File: src/rtl/multi_port_fifo_pkg.sv
// Shared helpers for the multi-lane FIFO: modulo pointer arithmetic for any depth
// and a lane-prefix (leading-ones) counter.
package fifo_pkg;

  // Modulo add that works for non-power-of-two depths; requires ptr < depth and inc <= depth.
  function automatic logic [31:0] ptr_add(
    input logic [31:0] ptr,
    input logic [31:0] inc,
    input logic [31:0] depth
  );
    logic [32:0] sum;
    sum = {1'b0, ptr} + {1'b0, inc};
    if (sum >= {1'b0, depth}) begin
      sum = sum - {1'b0, depth};
    end
    return sum[31:0];
  endfunction

  // Number of consecutive 1s starting at bit 0, looking at the low `width` bits only.
  function automatic logic [31:0] leading_ones_count(
    input logic [31:0] vec,
    input int          width
  );
    logic [31:0] n;
    logic        run;
    n   = '0;
    run = 1'b1;
    for (int i = 0; i < 32; i++) begin
      if (i < width && run) begin
        if (vec[i]) begin
          n = n + 32'd1;
        end else begin
          run = 1'b0;
        end
      end
    end
    return n;
  endfunction

endpackage

File: src/rtl/multi_port_fifo_prefix_count.sv
// Combinational lane-prefix counter: how many lanes, from lane 0 upward,
// have both valid and ready set before the first lane that does not.
module prefix_count
  import fifo_pkg::*;
#(
  parameter  int WIDTH = 2,
  localparam int CW    = $clog2(WIDTH + 1)
) (
  input  logic [WIDTH-1:0] i_valid,
  input  logic [WIDTH-1:0] i_ready,
  output logic [CW-1:0]    o_count
);

  logic [31:0] w_vec;

  assign w_vec   = 32'(i_valid & i_ready);
  assign o_count = CW'(leading_ones_count(w_vec, WIDTH));

endmodule

File: src/rtl/multi_port_fifo.sv
// Superscalar FIFO: up to N_ENQ pushes and N_DEQ pops per cycle, any depth, exact count.
// Optional registered almost_full output when MULTI_PORT_FIFO_ALMOST_FULL_EN is defined.
module multi_port_fifo
  import fifo_pkg::*;
#(
  parameter  int ENTRY_WIDTH        = 32,
  parameter  int N_ENTRIES          = 8,
  parameter  int N_ENQ              = 2,
  parameter  int N_DEQ              = 2,
  parameter  int ALMOST_FULL_THRESH = 2,
  localparam int CNT_WIDTH          = $clog2(N_ENTRIES + 1)
) (
  input  logic                         clk,
  input  logic                         rst,
  input  logic                         flush,
  input  logic [N_ENQ-1:0]             enq_valid,
  input  logic [N_ENQ*ENTRY_WIDTH-1:0] enq_data,
  output logic [N_ENQ-1:0]             enq_ready,
  input  logic [N_DEQ-1:0]             deq_ready,
  output logic [N_DEQ-1:0]             deq_valid,
  output logic [N_DEQ*ENTRY_WIDTH-1:0] deq_data,
  output logic [CNT_WIDTH-1:0]         count
`ifdef MULTI_PORT_FIFO_ALMOST_FULL_EN
  ,
  output logic                         almost_full
`endif
);

  localparam int PTR_W = $clog2(N_ENTRIES);
  localparam int ECW   = $clog2(N_ENQ + 1);
  localparam int DCW   = $clog2(N_DEQ + 1);

  // Elaboration-time guard against illegal configurations.
  if (N_ENTRIES < 2 || N_ENTRIES < N_ENQ || N_ENTRIES < N_DEQ ||
      N_ENQ < 1 || N_DEQ < 1 || ALMOST_FULL_THRESH < 0 || ALMOST_FULL_THRESH > N_ENTRIES)
  begin : g_bad_params
    $error("multi_port_fifo: illegal parameter combination");
  end

  logic [ENTRY_WIDTH-1:0] r_mem [N_ENTRIES];
  logic [PTR_W-1:0]       r_head;
  logic [PTR_W-1:0]       r_tail;
  logic [CNT_WIDTH-1:0]   r_cnt;

  logic [CNT_WIDTH-1:0]   w_free;
  logic [CNT_WIDTH-1:0]   w_cnt_next;
  logic [PTR_W-1:0]       w_head_next;
  logic [PTR_W-1:0]       w_tail_next;
  logic [ECW-1:0]         w_n_enq;
  logic [DCW-1:0]         w_n_deq;
  logic [PTR_W-1:0]       w_wr_idx [N_ENQ];
  logic [PTR_W-1:0]       w_rd_idx [N_DEQ];

  assign w_free = CNT_WIDTH'(N_ENTRIES) - r_cnt;
  assign count  = r_cnt;

  // Ready/valid depend only on registered occupancy, so a pop never frees a slot for the same cycle.
  genvar gi;
  generate
    for (gi = 0; gi < N_ENQ; gi++) begin : g_enq_lane
      assign enq_ready[gi] = 32'(w_free) > 32'(gi);
      assign w_wr_idx[gi]  = PTR_W'(ptr_add(32'(r_tail), 32'(gi), 32'(N_ENTRIES)));
    end
    for (gi = 0; gi < N_DEQ; gi++) begin : g_deq_lane
      assign deq_valid[gi] = 32'(r_cnt) > 32'(gi);
      assign w_rd_idx[gi]  = PTR_W'(ptr_add(32'(r_head), 32'(gi), 32'(N_ENTRIES)));
      assign deq_data[gi*ENTRY_WIDTH +: ENTRY_WIDTH] = r_mem[w_rd_idx[gi]];
    end
  endgenerate

  prefix_count #(
    .WIDTH (N_ENQ)
  ) u_enq_prefix (
    .i_valid (enq_valid),
    .i_ready (enq_ready),
    .o_count (w_n_enq)
  );

  prefix_count #(
    .WIDTH (N_DEQ)
  ) u_deq_prefix (
    .i_valid (deq_valid),
    .i_ready (deq_ready),
    .o_count (w_n_deq)
  );

  assign w_head_next = PTR_W'(ptr_add(32'(r_head), 32'(w_n_deq), 32'(N_ENTRIES)));
  assign w_tail_next = PTR_W'(ptr_add(32'(r_tail), 32'(w_n_enq), 32'(N_ENTRIES)));
  assign w_cnt_next  = r_cnt + CNT_WIDTH'(w_n_enq) - CNT_WIDTH'(w_n_deq);

  // Entry storage carries no reset; only accepted lanes are written.
  always_ff @(posedge clk) begin
    if (!rst && !flush) begin
      for (int i = 0; i < N_ENQ; i++) begin
        if (32'(i) < 32'(w_n_enq)) begin
          r_mem[w_wr_idx[i]] <= enq_data[i*ENTRY_WIDTH +: ENTRY_WIDTH];
        end
      end
    end
  end

  always_ff @(posedge clk) begin
    if (rst || flush) begin
      r_head <= '0;
      r_tail <= '0;
      r_cnt  <= '0;
    end else begin
      r_head <= w_head_next;
      r_tail <= w_tail_next;
      r_cnt  <= w_cnt_next;
    end
  end

`ifdef MULTI_PORT_FIFO_ALMOST_FULL_EN
  logic r_almost_full;

  always_ff @(posedge clk) begin
    if (rst || flush) begin
      r_almost_full <= 1'b0;
    end else begin
      r_almost_full <= 32'(CNT_WIDTH'(N_ENTRIES) - w_cnt_next) < 32'(ALMOST_FULL_THRESH);
    end
  end

  assign almost_full = r_almost_full;
`endif

endmodule
File: config.mk
export PLATFORM = sky130hd
export DESIGN_NAME = multi_port_fifo
export DESIGN_NICKNAME = d
export VERILOG_FILES = /design/src/rtl/multi_port_fifo_pkg.sv /design/src/rtl/multi_port_fifo_prefix_count.sv /design/src/rtl/multi_port_fifo.sv
export SDC_FILE = /design/constraint.sdc
export NUM_CORES = 1
export LEC_CHECK = 0
export CORE_UTILIZATION = 53
export CTS_CLUSTER_SIZE = 40
export DETAILED_ROUTE_END_ITERATION = 6
export PLACE_DENSITY = 0.77
export SLEW_MARGIN = 20
export SYNTH_ARGS = -nofsm -noshare
export SYNTH_HDL_FRONTEND = slang
export SYNTH_SLANG_ARGS = --single-unit
File: constraint.sdc
create_clock -name clk -period 4.3 [get_ports clk]
set_input_delay 0.86 -clock clk [delete_from_list [all_inputs] [get_ports clk]]
set_output_delay 0.86 -clock clk [all_outputs]
set_load 0.005 [all_outputs]
==> results.cfg, run 1 <==
[timing]
setup_viol_count_final = 0
worst_slew_margin_rel_pct = 29.1
grt_setup_unrepaired = false
timing_hold_violations_final = 0
clock.fmax_mhz = 253
maxSlewViolCount = 0
final.setup_skew_ns = 0.0114
post-route-period-util_pct = 91.8
worst_slew_pin_slew_ns = 1.06
fin_tns_setup_ns = 0
period_needed_ns = 3.95

[hold_path]
worstHoldPathType = reg2reg

[clock_network]
hold_bufs_at_cts = 0
cts.repair.resized = 0
cts_root_buffer = sky130_fd_sc_hd__clkbuf_16
clock_latency_reported_for_the_late_side_of_the_worst_skew_pair_ns = 0.54
cts-htree-levels = 1
clkSinkCount = 266
cts_tree = done
setup_repair_bufs_after_cts = 0
cts_inserted_buffers = 28
cts_max_path_buffers = 3
clkTransAtPathRegs_ns = 0.06

[synth]
synth_largest_area_cell = sky130_fd_sc_hd__edfxtp_1
dominant_cell_by_count_in_the_synthesized_netlist = sky130_fd_sc_hd__mux2_2
netlist_top_cells_area = sky130_fd_sc_hd__edfxtp_1 (49%), sky130_fd_sc_hd__mux2_2 (20%), sky130_fd_sc_hd__mux4_2 (18%), sky130_fd_sc_hd__mux2_4 (3.3%), sky130_fd_sc_hd__buf_6 (1.6%)
yosys.area_share.adder_pct = 1.31
yosys.area.top_type_share_pct = 49.0
xor_xnor_share_of_the_synthesized_area_pct = 0.455
synth_cell_type_count = 43
count_of_flip_flops_with_a_built_in_enable_after_synthesis = 256
post_synth_inst_count = 867
synth.mux.area_fraction_pct = 42.2
fraction_of_registers_with_async_set_reset_pct = 0
ys_seq_area_share_pct = 50.3
synth.top_cells.by_count = sky130_fd_sc_hd__mux2_2 (278), sky130_fd_sc_hd__edfxtp_1 (256), sky130_fd_sc_hd__mux4_2 (128)
dominant_combinational_cell_family_by_area_after_synthesis = multiplexers
syn_area_um2 = 15700
synth_warn = 0
post_synth.cell_area_avg_um2 = 18.1
synth_compound_gate_area_share_pct = 0.566
synth-seq-cells = 266
synth_nets = 952
yosys.area_share.simple_pct = 2.18
synthFlopType = sky130_fd_sc_hd__edfxtp_1

[detailed_routing]
num_vias = 9012
firstDrtPassIters = 4
route.detailed.drc = 0
number_of_antenna_violating_nets_in_the_routed_design = 0
drt_iter0_drc = 907
routed_wirelength_um = 36800
via_per_inst = 6.34
detail_route.wl_per_cell_um = 25.9

[global_routing]
first_global_vias = 9467
met3_usage_pct = 3.92
grt.total_usage_pct = 24.8
grt_peak_use_layer = met2
grt_util_met1_pct = 34.7
grt_pass1_wl_um = 56900
pin_count_of_the_biggest_net_entering_global_routing = 130
overflow = 0
antenna_violations_before_repair = 2
grtUsageMet2_pct = 41.1

[critical_path]
slowest_stage = sky130_fd_sc_hd__mux4_2
timing.setup.critical_path_class = reg2out
worstSetupEndpointType = primary output
worstPathMaxFanout = 20
crit_arrival_ns = 3.09
cp_num_buf_inv = 2
setup.worst_path.start_class = flip-flop
cpLargestDelayFamily = multiplexers
regToRegSetupSlack_ns = 1.48
path_cells = ha_4 -> buf_4 -> mux4_2 -> mux2_2 -> clkdlybuf4s50_1
worst-endpoint-required_ns = 3.44
worst_path_largest_cell_delay_ns = 0.58

[pwr]
sw_frac_of_total_pct = 25.1
switchingPower_mw = 1.80
power.sequential.fraction_pct = 41.5
pwr-share-clk_pct = 31.9
comb_power_share_pct = 26.6
power.density_cell_area_nw_per_um2 = 387
p_leak_nw = 6.03
internal_power_mw = 5.36
vdd_drop_max_mv = 0.281

[floorplan]
start_util_pct = 54.2
fp.dieW_um = 174
io_pins = 143
die_area_um2 = 30300
die_y_um = 174
number_of_placement_rows = 62
core_um2 = 28900

[place]
finalWeightedCongestion = 0.761
detailed_place_hpwl_um = 23200
placed_cells = 1369
place.port_buffers = 142

[run]
max_cap_viols = 0

[cells_and_area]
layout.cells.non_filler = 1421
nets = 1100
layout-drive-gt1-share_pct = 52.7
area_growth_pct = 17.7

[status]
status = complete, no violations
==> worst paths after layout <==
| path | startpoint | to | depth (start not counted) |
|---|---|---|---|
| max | r_head[0] | deq_data[50] | 5 |
| min | count[3] | count[3] | 4 |
| max reg2reg | count[2] | count[3] | 11 |
| min reg2reg | count[3] | count[3] | 4 |
==> per-stage QoR <==
step | utilization (%) | instance area [µm²] | power [mW] | setup WS (ns) | hold slack, ns
finish | 63.8 | 18500 | 7.16 | 0.352 | 0.769
global route | 63.8 | 18500 | 7.45 | 0.206 | 0.813
CTS | 63.8 | 18500 | 7.21 | 0.285 | 0.776
detailed placement | 60.9 | 17600 | 4.94 | 0.833 | 0.759
global placement | 60.8 | 17600 | 4.93 | 0.734 | 0.727
floorplan | - | 15700 | 4.21 | -0.126 | 0.595
==> cell type report <==
type	count	area, µm²
multi-input combinational	527	7450
sequential	266	7900
clock buffer	42	785
fill	2053	10500
inverter	13	48.8
antenna	2	5.00
tap	384	480
clock inverter	8	62.6
timing repair buffer	179	1740
==> cell families (layout without fill, tap and decap cells) <==
kind of cell,Yosys count,after routing
AO/OA/AOI/OAI,15,15
adder cells (fa/ha/maj),14,14
other,0,2
buffers and inverters,74,242
flip-flops,266,266
XOR/XNOR,6,6
multiplexers,448,448
AND/OR/NAND/NOR,44,44
==> sequential cells by signal, indices dropped and copies added (netlist names) <==
register / count
count: 4
r_head: 3
r_mem: 256
r_tail: 3
==> metal layers <==
layer / wire length [µm] / part of all wire [%] / vias up
met1: 15400 / 42 / 4722
li1: - / - / 3900
met4: 582 / 1.6 / 0
met2: 18200 / 49 / 351
met3: 2560 / 7.0 / 39
met5: 0 / 0 / -
==> cells in the final DEF (no fill, tap or decap), types with 2 or more instances in the layout <==
cell type / Yosys / routed
sky130_fd_sc_hd__edfxtp_1: 256 / 256
sky130_fd_sc_hd__mux4_2: 128 / 128
sky130_fd_sc_hd__clkbuf_16: 0 / 29
sky130_fd_sc_hd__buf_12: 0 / 3
sky130_fd_sc_hd__nor3_4: 2 / 2
sky130_fd_sc_hd__ha_1: 10 / 9
sky130_fd_sc_hd__clkinv_1: 0 / 4
sky130_fd_sc_hd__dfxtp_1: 10 / 7
sky130_fd_sc_hd__mux2_2: 278 / 278
sky130_fd_sc_hd__buf_6: 22 / 2
sky130_fd_sc_hd__dfxtp_4: 0 / 2
sky130_fd_sc_hd__xor2_1: 4 / 3
sky130_fd_sc_hd__mux2_4: 35 / 35
sky130_fd_sc_hd__clkdlybuf4s50_1: 0 / 142
sky130_fd_sc_hd__xor2_4: 1 / 2
sky130_fd_sc_hd__nand4_4: 2 / 2
sky130_fd_sc_hd__clkbuf_1: 12 / 12
sky130_fd_sc_hd__buf_4: 4 / 32
sky130_fd_sc_hd__nor3_2: 2 / 2
sky130_fd_sc_hd__fa_1: 4 / 4
sky130_fd_sc_hd__diode_2: 0 / 2
sky130_fd_sc_hd__nand4_1: 2 / 2
sky130_fd_sc_hd__nand2_1: 6 / 6
sky130_fd_sc_hd__mux2_1: 7 / 7
sky130_fd_sc_hd__inv_1: 12 / 12
sky130_fd_sc_hd__nand2_2: 4 / 4
sky130_fd_sc_hd__a21oi_1: 4 / 4
sky130_fd_sc_hd__nand3_1: 2 / 2
sky130_fd_sc_hd__nor2_1: 11 / 11
sky130_fd_sc_hd__o31ai_4: 0 / 2
sky130_fd_sc_hd__clkinv_2: 0 / 2
sky130_fd_sc_hd__and2_1: 3 / 3
sky130_fd_sc_hd__o21ai_4: 0 / 6
==> power by group through the flow <==
stage	Combinational [mW]	Sequential [mW]	Clock, mW
detailed placement	1.91	3.03	0
global route	2.07	2.98	2.41
floorplan	1.20	3.01	0
CTS	1.93	2.97	2.31
finish	1.90	2.97	2.28
global placement	1.90	3.02	0
==> worst min-delay path: cells and delay by family (launching register included) <==
kind,cells,cell delay [ns]
xor+xnor,1,0.07
simple gates,1,0.08
fa+ha+maj,1,0.14
buf+inv,1,0.09
flops,1,0.35
Note: power is estimated with default switching activity, not from simulation.
==> inputs of run 2 (changes only) <==
==> constraint.sdc (replaced) <==
create_clock -name clk -period 4.3 [get_ports clk]
set_input_delay 0.86 -clock clk [delete_from_list [all_inputs] [get_ports clk]]
set_output_delay 0.86 -clock clk [all_outputs]
set_load 0.05 [all_outputs]
==> results.cfg, run 2 (synthesis gave the netlist of run 1 again) <==
[run]
max_cap_viols = 0

[timing]
fin_tns_setup_ns = 0
clock.fmax_mhz = 240
grt_setup_unrepaired = false
worst_slew_margin_rel_pct = 27.5
setup_viol_count_final = 0
post-route-period-util_pct = 96.8
maxSlewViolCount = 0
period_needed_ns = 4.16
final.setup_skew_ns = 0.0100
timing_hold_violations_final = 0
setup_slack_ns = 0.137
worst_slew_pin_slew_ns = 1.09

[clock_network]
clkTransAtPathRegs_ns = 0.06
cts_inserted_buffers = 29
hold_bufs_at_cts = 0
cts_max_path_buffers = 3
cts-htree-levels = 1
cts_tree = done
cts_root_buffer = sky130_fd_sc_hd__clkbuf_16
clkSinkCount = 266
setup_repair_bufs_after_cts = 0
clock_latency_reported_for_the_late_side_of_the_worst_skew_pair_ns = 0.55
cts.repair.resized = 0

[pwr]
p_leak_nw = 6.09
fin_total_pwr_mw = 8.04
vdd_drop_max_mv = 0.456
power.density_cell_area_nw_per_um2 = 433

[floorplan]
fp.dieW_um = 174
die_y_um = 174
io_pins = 143
start_util_pct = 54.2
core_um2 = 28900
number_of_placement_rows = 62
die_area_um2 = 30300

[critical_path]
timing.setup.critical_path_class = reg2out
reg2reg_to = r_mem[1][18]
crit_arrival_ns = 3.30
reg2regPathDepth = 5
worstReg2RegStart = count[0]
setup.worst_path.start_class = flip-flop
worstSetupEndpointType = primary output
path_cells = buf_4 -> mux4_2 -> mux2_2 -> clkdlybuf4s50_1
slowest_stage = sky130_fd_sc_hd__buf_4
regToRegSetupSlack_ns = 1.38
worst-endpoint-required_ns = 3.44
worstPathMaxFanout = 65
worst_path_largest_cell_delay_ns = 0.80

[place]
placed_cells = 1358
preCtsSetupSlack_ns = 0.661
place.port_buffers = 142
finalWeightedCongestion = 0.791
detailed_place_hpwl_um = 22500

[global_routing]
overflow = 0
grt.total_usage_pct = 25.3
pin_count_of_the_biggest_net_entering_global_routing = 130
grtUsageMet2_pct = 43.6
met3_usage_pct = 3.74
grt_pass1_wl_um = 57400
first_global_vias = 9440
antenna_violations_before_repair = 3
grt_peak_use_layer = met2
grt_util_met1_pct = 33.9

[hold_path]
min_delay_src = count[3]
worstHoldPathType = reg2reg
holdPathStages = 4
hold_path_end = count[3]

[detailed_routing]
number_of_antenna_violating_nets_in_the_routed_design = 0
drt_iter0_drc = 773
firstDrtPassIters = 5
detail_route.wl_per_cell_um = 26.6
via_per_inst = 6.36
num_vias = 8981
routed_wirelength_um = 37700
route.detailed.drc = 0

[cells_and_area]
layout-drive-gt1-share_pct = 55.3
fillers = 2029
most_common_cell_after_layout_fill_and_taps_aside = sky130_fd_sc_hd__mux2_2
multi_input_area_um2 = 7450
layout.cells.non_filler = 1413
area_growth_pct = 18.3
postLayoutCoreUtil_pct = 64.1
final_cell_mix = sky130_fd_sc_hd__mux2_2 (278), sky130_fd_sc_hd__edfxtp_1 (256), sky130_fd_sc_hd__mux4_2 (128)
largest_register_ff_count = 256
seq_area_um2 = 7900
nets = 1091

[status]
status = complete, no violations
==> run 2: changes by cell type in the layout (fill, tap and decap cells not counted) <==
| cell | before | now |
|---|---|---|
| sky130_fd_sc_hd__clkinv_4 | 0 | 1 |
| sky130_fd_sc_hd__buf_4 | 32 | 40 |
| sky130_fd_sc_hd__clkbuf_8 | 1 | 2 |
| sky130_fd_sc_hd__clkinv_2 | 2 | 7 |
| sky130_fd_sc_hd__clkinvlp_4 | 1 | 0 |
| sky130_fd_sc_hd__clkinv_1 | 4 | 2 |
| sky130_fd_sc_hd__clkbuf_1 | 12 | 6 |
| sky130_fd_sc_hd__buf_16 | 0 | 1 |
| sky130_fd_sc_hd__clkdlybuf4s50_1 | 142 | 119 |
| sky130_fd_sc_hd__bufinv_16 | 1 | 5 |
| sky130_fd_sc_hd__buf_12 | 3 | 9 |
| sky130_fd_sc_hd__buf_6 | 2 | 0 |
==> run 2: power breakdown <==
part,switching (mW),internal (mW)
combinational,1.38,1.11
sequential,0.0623,2.91
clock,1.01,1.57
total,2.45,5.59
==> run 2: worst max-delay path, delay by kind of cell (launching register included) <==
family | cells | cell delay (ns)
buf+inv | 2 | 1.50
flops | 1 | 0.36
mux | 2 | 0.88
==> run 2: area by class of cell <==
class                   instances  area share, %
diodes                          2         0.0270
clock buffers                  37           4.18
clock inverters                15           1.09
inverters                      13          0.263
multi-input cells             527           40.1
flip-flops and latches        266           42.5
well taps                     384           2.59
repair buffers                169           9.16
==> run 2: how the worst max path moves through the flow <==
stage	startpoint	to	slack, ns
after floorplan	flush	r_mem[4][0]	-0.13
after global placement	r_head[1]	deq_data[31]	0.69
after detailed placement	flush	r_mem[0][16]	0.66
after CTS	r_head[1]	deq_data[31]	0.11
after global routing	r_head[1]	deq_data[31]	0.04
final	r_head[1]	deq_data[31]	0.14
==> run 2: stage by stage <==
stage | hold slack, ns | instance area (µm²)
floorplan | 0.595 | 15700
global placement | 0.752 | 17500
detailed placement | 0.750 | 17500
CTS | 0.766 | 18500
global route | 0.823 | 18600
finish | 0.754 | 18600
==> run 2: metal layers <==
metal / vias to the layer above / routed length, µm
li1: 3882 / -
met1: 4707 / 15400
met2: 332 / 19300
met4: 2 / 641
met5: - / 14
met3: 58 / 2330
